==> src/rtl/uart_tx_arbiter_pkg.sv <==
// Shared types, default parameters and width helper for the UART TX arbiter.
package uart_pkg;

  typedef enum logic {
    ARB_IDLE  = 1'b0,
    ARB_GRANT = 1'b1
  } arb_state_t;

  localparam int NUM_REQ_DEF   = 4;
  localparam int MAX_BURST_DEF = 16;
  localparam int WR_GAP_DEF    = 1;
  localparam int TIMEOUT_DEF   = 64;

  // Bits needed to hold values 0..v-1, never less than one bit.
  function automatic int clog2_min1(input int v);
    int r;
    r = 0;
    while ((1 << r) < v) r++;
    return (r < 1) ? 1 : r;
  endfunction

endpackage

==> src/rtl/uart_tx_arbiter_if.sv <==
// Requester byte streams plus the transmitter write port.
// master = requesters/transmitter side, slave = arbiter.
interface uart_tx_arbiter_if
  import uart_pkg::*;
#(
  parameter int NUM_REQ = NUM_REQ_DEF
);
  logic [NUM_REQ-1:0]   req_valid;
  logic [8*NUM_REQ-1:0] req_data;
  logic [NUM_REQ-1:0]   req_last;
  logic [NUM_REQ-1:0]   req_ready;
  logic                 tx_thr;
  logic [7:0]           tx_data;
  logic                 tx_write_en;
  logic                 tx_en;

  modport master (
    output req_valid, req_data, req_last, tx_thr,
    input  req_ready, tx_data, tx_write_en, tx_en
  );

  modport slave (
    input  req_valid, req_data, req_last, tx_thr,
    output req_ready, tx_data, tx_write_en, tx_en
  );
endinterface

==> src/rtl/uart_tx_arbiter_rr_pick.sv <==
// Round-robin picker: first set request at or after ptr_i, wrapping.
module uart_rr_pick
  import uart_pkg::*;
#(
  parameter int NUM_REQ = NUM_REQ_DEF
) (
  input  logic [NUM_REQ-1:0]         req_i,
  input  logic [$clog2(NUM_REQ)-1:0] ptr_i,
  output logic [$clog2(NUM_REQ)-1:0] pick_o,
  output logic                       any_o
);
  localparam int IDW = $clog2(NUM_REQ);

  // Doubling the vector turns the wrap-around search into a linear one.
  logic [2*NUM_REQ-1:0] dbl;
  assign dbl = {req_i, req_i};

  // Scan downwards so the lowest offset from ptr_i wins.
  always_comb begin
    pick_o = '0;
    any_o  = 1'b0;
    for (int i = NUM_REQ - 1; i >= 0; i--) begin
      if (dbl[int'(ptr_i) + i]) begin
        any_o  = 1'b1;
        pick_o = IDW'((int'(ptr_i) + i) % NUM_REQ);
      end
    end
  end
endmodule

==> src/rtl/uart_tx_arbiter.sv <==
// Shares the UART transmitter FIFO push port among NUM_REQ byte streams.
//   state     | meaning
//   ARB_IDLE  | no owner; arbitrate when enabled and any request is pending
//   ARB_GRANT | grant_q owns the port until last byte, burst limit or timeout
module uart_tx_arbiter
  import uart_pkg::*;
#(
  parameter int NUM_REQ   = NUM_REQ_DEF,
  parameter int MAX_BURST = MAX_BURST_DEF,
  parameter int WR_GAP    = WR_GAP_DEF,
  parameter int TIMEOUT   = TIMEOUT_DEF
) (
  input  logic                       clk,
  input  logic                       resetn,
  uart_tx_arbiter_if.slave           bus,
  input  logic                       cfg_tx_en,
  output logic [$clog2(NUM_REQ)-1:0] grant_id,
  output logic                       busy,
  output logic                       err_timeout
);
  localparam int IDW = $clog2(NUM_REQ);
  localparam int BW  = clog2_min1(MAX_BURST);
  localparam int GW  = clog2_min1(WR_GAP + 1);
  localparam int TW  = clog2_min1(TIMEOUT);

  arb_state_t       state_q, state_d;
  logic [IDW-1:0]   rr_ptr_q, rr_ptr_d;
  logic [IDW-1:0]   grant_q, grant_d;
  logic [BW-1:0]    burst_q, burst_d;
  logic [GW-1:0]    gap_q, gap_d;
  logic [TW-1:0]    to_q, to_d;
  logic             err_d;
  logic             err_q;
  logic             busy_q;
  logic             tx_we_q;
  logic [7:0]       tx_data_q;
  logic [NUM_REQ-1:0] ready;
  logic             beat;
  logic [IDW-1:0]   pick;
  logic             any;

  uart_rr_pick #(.NUM_REQ(NUM_REQ)) u_pick (
    .req_i  (bus.req_valid),
    .ptr_i  (rr_ptr_q),
    .pick_o (pick),
    .any_o  (any)
  );

  // Next-state, counters and accept decision.
  always_comb begin
    state_d  = state_q;
    rr_ptr_d = rr_ptr_q;
    grant_d  = grant_q;
    burst_d  = burst_q;
    to_d     = to_q;
    err_d    = 1'b0;
    ready    = '0;
    beat     = 1'b0;
    gap_d    = (gap_q != '0) ? gap_q - 1'b1 : gap_q;
    case (state_q)
      ARB_IDLE: begin
        if (cfg_tx_en && any) begin
          state_d = ARB_GRANT;
          grant_d = pick;
          burst_d = '0;
          to_d    = '0;
        end
      end
      ARB_GRANT: begin
        if (cfg_tx_en && bus.tx_thr && gap_q == '0) ready[grant_q] = 1'b1;
        beat = bus.req_valid[grant_q] && ready[grant_q];
        if (beat) begin
          gap_d = GW'(WR_GAP);
          to_d  = '0;
          if (bus.req_last[grant_q] || burst_q == BW'(MAX_BURST - 1)) begin
            state_d  = ARB_IDLE;
            rr_ptr_d = (grant_q == IDW'(NUM_REQ - 1)) ? '0 : grant_q + 1'b1;
            burst_d  = '0;
          end else begin
            burst_d = burst_q + 1'b1;
          end
        end else if (!bus.req_valid[grant_q]) begin
          if (to_q == TW'(TIMEOUT - 1)) begin
            state_d  = ARB_IDLE;
            rr_ptr_d = (grant_q == IDW'(NUM_REQ - 1)) ? '0 : grant_q + 1'b1;
            burst_d  = '0;
            to_d     = '0;
            err_d    = 1'b1;
          end else begin
            to_d = to_q + 1'b1;
          end
        end
      end
      default: state_d = ARB_IDLE;
    endcase
  end

  // State, counters and registered transmitter outputs; reset drops any pending write.
  always_ff @(posedge clk or negedge resetn) begin
    if (!resetn) begin
      state_q   <= ARB_IDLE;
      rr_ptr_q  <= '0;
      grant_q   <= '0;
      burst_q   <= '0;
      gap_q     <= '0;
      to_q      <= '0;
      err_q     <= 1'b0;
      busy_q    <= 1'b0;
      tx_we_q   <= 1'b0;
      tx_data_q <= 8'h00;
    end else begin
      state_q  <= state_d;
      rr_ptr_q <= rr_ptr_d;
      grant_q  <= grant_d;
      burst_q  <= burst_d;
      gap_q    <= gap_d;
      to_q     <= to_d;
      err_q    <= err_d;
      busy_q   <= (state_d == ARB_GRANT);
      tx_we_q  <= beat;
      if (beat) tx_data_q <= bus.req_data[{grant_q, 3'b000} +: 8];
    end
  end

  assign bus.req_ready   = ready;
  assign bus.tx_write_en = tx_we_q;
  assign bus.tx_data     = tx_data_q;
  assign bus.tx_en       = cfg_tx_en;
  assign grant_id        = grant_q;
  assign busy            = busy_q;
  assign err_timeout     = err_q;
endmodule

==> src/flat_wrapper.sv <==
// flat-port wrapper written by rule: the top's interface ports become plain ports
module uart_tx_arbiter_flat import uart_pkg::*;
#(
  parameter int NUM_REQ   = NUM_REQ_DEF,
  parameter int MAX_BURST = MAX_BURST_DEF,
  parameter int WR_GAP    = WR_GAP_DEF,
  parameter int TIMEOUT   = TIMEOUT_DEF
)
  (clk, resetn, cfg_tx_en, grant_id, busy, err_timeout, bus_req_valid, bus_req_data, bus_req_last, bus_tx_thr, bus_req_ready, bus_tx_data, bus_tx_write_en, bus_tx_en);
  uart_tx_arbiter_if #(.NUM_REQ(NUM_REQ)) bus_i ();
  input  logic clk;
  input  logic resetn;
  input  logic cfg_tx_en;
  output logic [$clog2(NUM_REQ)-1:0] grant_id;
  output logic busy;
  output logic err_timeout;
  input wire logic [$bits(bus_i.req_valid)-1:0] bus_req_valid;
  input wire logic [$bits(bus_i.req_data)-1:0] bus_req_data;
  input wire logic [$bits(bus_i.req_last)-1:0] bus_req_last;
  input wire logic [$bits(bus_i.tx_thr)-1:0] bus_tx_thr;
  output wire logic [$bits(bus_i.req_ready)-1:0] bus_req_ready;
  output wire logic [$bits(bus_i.tx_data)-1:0] bus_tx_data;
  output wire logic [$bits(bus_i.tx_write_en)-1:0] bus_tx_write_en;
  output wire logic [$bits(bus_i.tx_en)-1:0] bus_tx_en;
  assign bus_i.req_valid = bus_req_valid;
  assign bus_i.req_data = bus_req_data;
  assign bus_i.req_last = bus_req_last;
  assign bus_i.tx_thr = bus_tx_thr;
  assign bus_req_ready = bus_i.req_ready;
  assign bus_tx_data = bus_i.tx_data;
  assign bus_tx_write_en = bus_i.tx_write_en;
  assign bus_tx_en = bus_i.tx_en;
  uart_tx_arbiter #(.NUM_REQ(NUM_REQ), .MAX_BURST(MAX_BURST), .WR_GAP(WR_GAP), .TIMEOUT(TIMEOUT)) u_core (.clk(clk), .resetn(resetn), .bus(bus_i), .cfg_tx_en(cfg_tx_en), .grant_id(grant_id), .busy(busy), .err_timeout(err_timeout));
endmodule
==> config.mk <==
export PLATFORM = sky130hd
export DESIGN_NAME = uart_tx_arbiter_flat
export DESIGN_NICKNAME = d
export VERILOG_FILES = /design/src/rtl/uart_tx_arbiter_pkg.sv /design/src/rtl/uart_tx_arbiter_if.sv /design/src/rtl/uart_tx_arbiter_rr_pick.sv /design/src/rtl/uart_tx_arbiter.sv /design/src/flat_wrapper.sv
export SDC_FILE = /design/constraint.sdc
export NUM_CORES = 1
export LEC_CHECK = 0
export ABC_AREA = 1
export BUFFER_PORTS_ARGS = -buffer_cell sky130_fd_sc_hd__buf_2
export CAP_MARGIN = 20
export CORE_MARGIN = 3
export CORE_UTILIZATION = 51
export CTS_BUF_LIST = sky130_fd_sc_hd__clkbuf_8 sky130_fd_sc_hd__clkbuf_16
export CTS_CLUSTER_SIZE = 20
export DETAILED_ROUTE_END_ITERATION = 8
export PLACE_DENSITY = 0.81
export SKIP_LAST_GASP = 1
export SLEW_MARGIN = 20
export SYNTH_ARGS = -nofsm -noshare
export SYNTH_HDL_FRONTEND = slang
export SYNTH_SLANG_ARGS = --single-unit
==> constraint.sdc <==
create_clock -name clk -period 2.1 [get_ports clk]
set_input_delay 0.105 -clock clk [delete_from_list [all_inputs] [get_ports clk]]
set_output_delay 0.105 -clock clk [all_outputs]
set_load 0.01 [all_outputs]
==> metrics.md <==
| Metric | Value |
|---|---|
| RD Place Congestion | roughly 0.86 |
| Met1 WL | ~2.1 mm |
| Post-synth net total | between 300 and 400 |
| DIE AREA | 0.004401 mm² |
| Clock skew | roughly 3.1 ps |
| Register bit count reported by yosys | 25 |
| Starting density of the core | between 50% and 60% |
| Placed cell area | 0.002185 mm² |
| Lkg Pwr | ~1.3 nW |
| Final Hold Vio Count | 0 |
| CTS sink cnt | 25 |
| Gr usage total | about a quarter |
| Worst Setup SP | u_core.grant_id[0]$_DFFE_PN0P_ |
| Cts bufs inserted | 3 |
| Final setup fails | 0 |
| Worst IR Drop VDD | about 0.84 mV |
| Hold WC Path Type | input pin to flop |
| Root buf cell | clkbuf_8 |
| Design Area, Final | 0.002266 mm² |
| Cell Int Power | approximately 1.4 mW |
| Area delta synth->final | 22.03% |
| # IOs | 62 |
| Clock-pin slew on the worst setup and hold paths | ~90 ps |
| RSZ-0062 raised after global routing | no |
| Detailed Route Iter0 Violations | approximately 140 |
| WL/cell | between 10 and 15 µm |
| Cell count after synthesis | between 200 and 300 |
| Reg2Reg Setup Slack | 210 ps |
| Uppermost routed layer | met4 |
| CP endpoint kind | flop |
| WP data arrival | between 2000 and 2500 ps |
| Outcome | finished clean |
| Vias | 2003 |
| Net Sw Frac | between 50% and 60% |
| Gr ovfl total | 0 |
| Die Span Y | between 60 and 70 µm |
| Vias in the first global route | 1787 |
| Worst r2r src | u_core.grant_id[0]$_DFFE_PN0P_ |
| Worst-margin pin slew | 582.5 ps |
| Pin count of the biggest net entering global routing | 27 |
| Drt via density | roughly 5.2 |
| Hold slack | about 180 ps |
| Residual DRC | 0 |
| Post-layout min period | between 1500 and 2000 ps |
| ANT cells | 0 |
| Drt first pass iters | 5 |
| Slew headroom | between 60% and 70% |
| H-tree level count | 1 |
| Maxcap violations | 0 |
| Met2 WL post-DR | between 2 and 2.5 mm |
| Nets | between 300 and 400 |
| Final setup margin | around 210 ps |
| Initial antenna violation count | 0 |
| Worst slack, placed | between 150 and 200 ps |
| Ys Warns | 0 |
| Layout cells sized above 1 | 24.85% |
| Commonest non-fill, non-tap cell in the layout | nand2_1 |
| Core ar. | between 0.003 and 0.004 mm² |
| Syn Area/Cell | 6.631 µm² |
| Comb pwr share | 59.6% |
| Dpl hpwl | ~3.7 mm |
| Clock Latency Late Sink | between 200 and 300 ps |
| Longest Clk Path Bufs | 2 |
| DRT Wirelength | roughly 4.8 mm |
| Fin. max-slew vios | 0 |
| Power density cells | between 1000 and 1500 mW/mm² |
| R2r worst-path depth | 10 |
| Worst R2R End | u_core.to_q[2]$_DFFE_PN0P_ |
| Die Wd | about 66 µm |
| Part of the cycle the worst path needs | roughly 90% |
| Routed met3 length | 235 µm |
| CP Class | flop to flop |
| CTS tree | built |
| Most frequent cells in the layout | 97 x nand2_1, 61 x buf_2, 43 x nor2_1 |
| Port buffer count | slightly above 60 |
| Sw Pwr | ~1.4 mW |
| Flop pwr share | between 20 and 30% |
| First-pass GRT wire length | about 8.0 mm |
| CP startpoint kind | flop |
| # rows | 21 |
| DRT antenna net count | 0 |
| Post-Syn Area | around 0.0019 mm² |
| Final setup TNS | 0 ps |
| Clock power share | a little over a tenth |
| Setup crit end | u_core.to_q[2]$_DFFE_PN0P_ |
| Fmax | roughly 530 MHz |
| Synth unique cells | 27 |
| Register area share after synthesis | ~34% |
| Crit-path max FO | 26 |
| WP data required | about 2300 ps |
| Post-CTS resize count | 0 |
sequential cells by signal, indices dropped and copies added, names as in the netlist:
name and flops:
u_core.rr_ptr_q 2, u_core.state_q 1, u_core.bus.tx_data 8, u_core.bus.tx_write_en 1
u_core.to_q 6, u_core.grant_id 2, u_core.err_timeout 1, u_core.burst_q 4
cells by family (layout without fill, tap and decap cells):
group,count (synthesis),count (layout),synth area share (%)
simple gates,179,179,41.71
flops,25,25,33.69
fa+ha+maj,7,7,4.717
buf+inv,29,91,7.278
xor+xnor,5,5,2.359
compound gates,35,35,10.24
power by group through the flow:
stage / Sequential [mW] / Clock [mW] / Combinational (mW)
2_1_floorplan: 0.835 / 0 / 1.19
3_3_place_gp: 0.828 / 0 / 1.59
3_5_place_dp: 0.829 / 0 / 1.62
4_1_cts: 0.822 / 0.313 / 1.63
5_1_grt: 0.850 / 0.331 / 1.90
6_report: 0.822 / 0.308 / 1.67
synth_stat cells:
library cell  count  area (µm²)
nand2_1          97       364.1
nor2_1           43       161.4
dfrtp_1          25       625.6
nand3_1          24       120.1
o21ai_0          20       100.1
inv_1            14       52.55
o22ai_1           8       50.05
ha_1              7       87.58
buf_2             4       20.02
clkbuf_1          4       15.01
nand4_1           4       25.02
a21oi_1           3       15.01
nand2_2           3       18.77
nand3_2           3       30.03
xor2_1            3       26.28
buf_6             2       22.52
inv_2             2       7.510
nand3b_1          2       15.01
nor2_4            2       22.52
o21ai_1           2       10.01
xnor2_1           2       17.52
a21oi_2           1       8.760
a31oi_1           1       6.260
buf_4             1       7.510
clkinv_1          1       3.750
inv_4             1       6.260
nand3_4           1       17.52
worst min-delay path by stage:
stage / cells past startpoint / end / from / slack (ps)
detailed placement: 1 / u_core.err_timeout$_DFF_PN0_ / resetn / 140
global placement: 1 / u_core.err_timeout$_DFF_PN0_ / resetn / 130
CTS: 5 / u_core.bus.tx_data[6]$_DFFE_PN0P_ / bus_req_data[6] / 190
floorplan: 0 / u_core.burst_q[0]$_DFFE_PN0P_ / resetn / -190
global route: 5 / u_core.bus.tx_data[6]$_DFFE_PN0P_ / bus_req_data[6] / 240
finish: 5 / u_core.bus.tx_data[6]$_DFFE_PN0P_ / bus_req_data[6] / 180
stage by stage:
| step | power (mW) | utilization (%) | std cells |
|---|---|---|---|
| after floorplan | 2.027 | - | 280 |
| after global placement | 2.415 | 63.96 | 380 |
| after detailed placement | 2.453 | 63.96 | 380 |
| after CTS | 2.768 | 65.68 | 385 |
| after global routing | 3.084 | 66.34 | 388 |
| final | 2.797 | 66.34 | 388 |
routing by layer:
metal  global-route usage, %  up-vias
li1                        -     1032
met5                       0        -
met3                   3.741       11
met1                   31.60      903
met2                   37.79       57
met4                   9.137        0
layout make-up:
type | count | area, µm²
Fill cell | 330 | 1150
Multi-Input combinational cell | 226 | 1096
Sequential cell | 25 | 625.6
Timing Repair Buffer | 69 | 367.9
Inverter | 18 | 70.07
Tap cell | 46 | 57.56
Clock buffer | 3 | 41.29
Clock inverter | 1 | 7.507
what timing repair did:
item                       4_1_cts  5_1_grt
buffers inserted                 0        3
hold endpoints to repair        25        0
hold buffers                     1        0
setup endpoints to repair        0        7
critical path, cell delays in order, from the launching register on:
cell     delay (ps)
dfrtp_1         510
inv_4           170
ha_1            240
nand3_1          90
nand3_2         110
nand2_1         100
nand2_1          60
nand2_1         210
nand2_2         140
nand2_1         100
nand2_1          50
(Power assumes the default switching activity.)
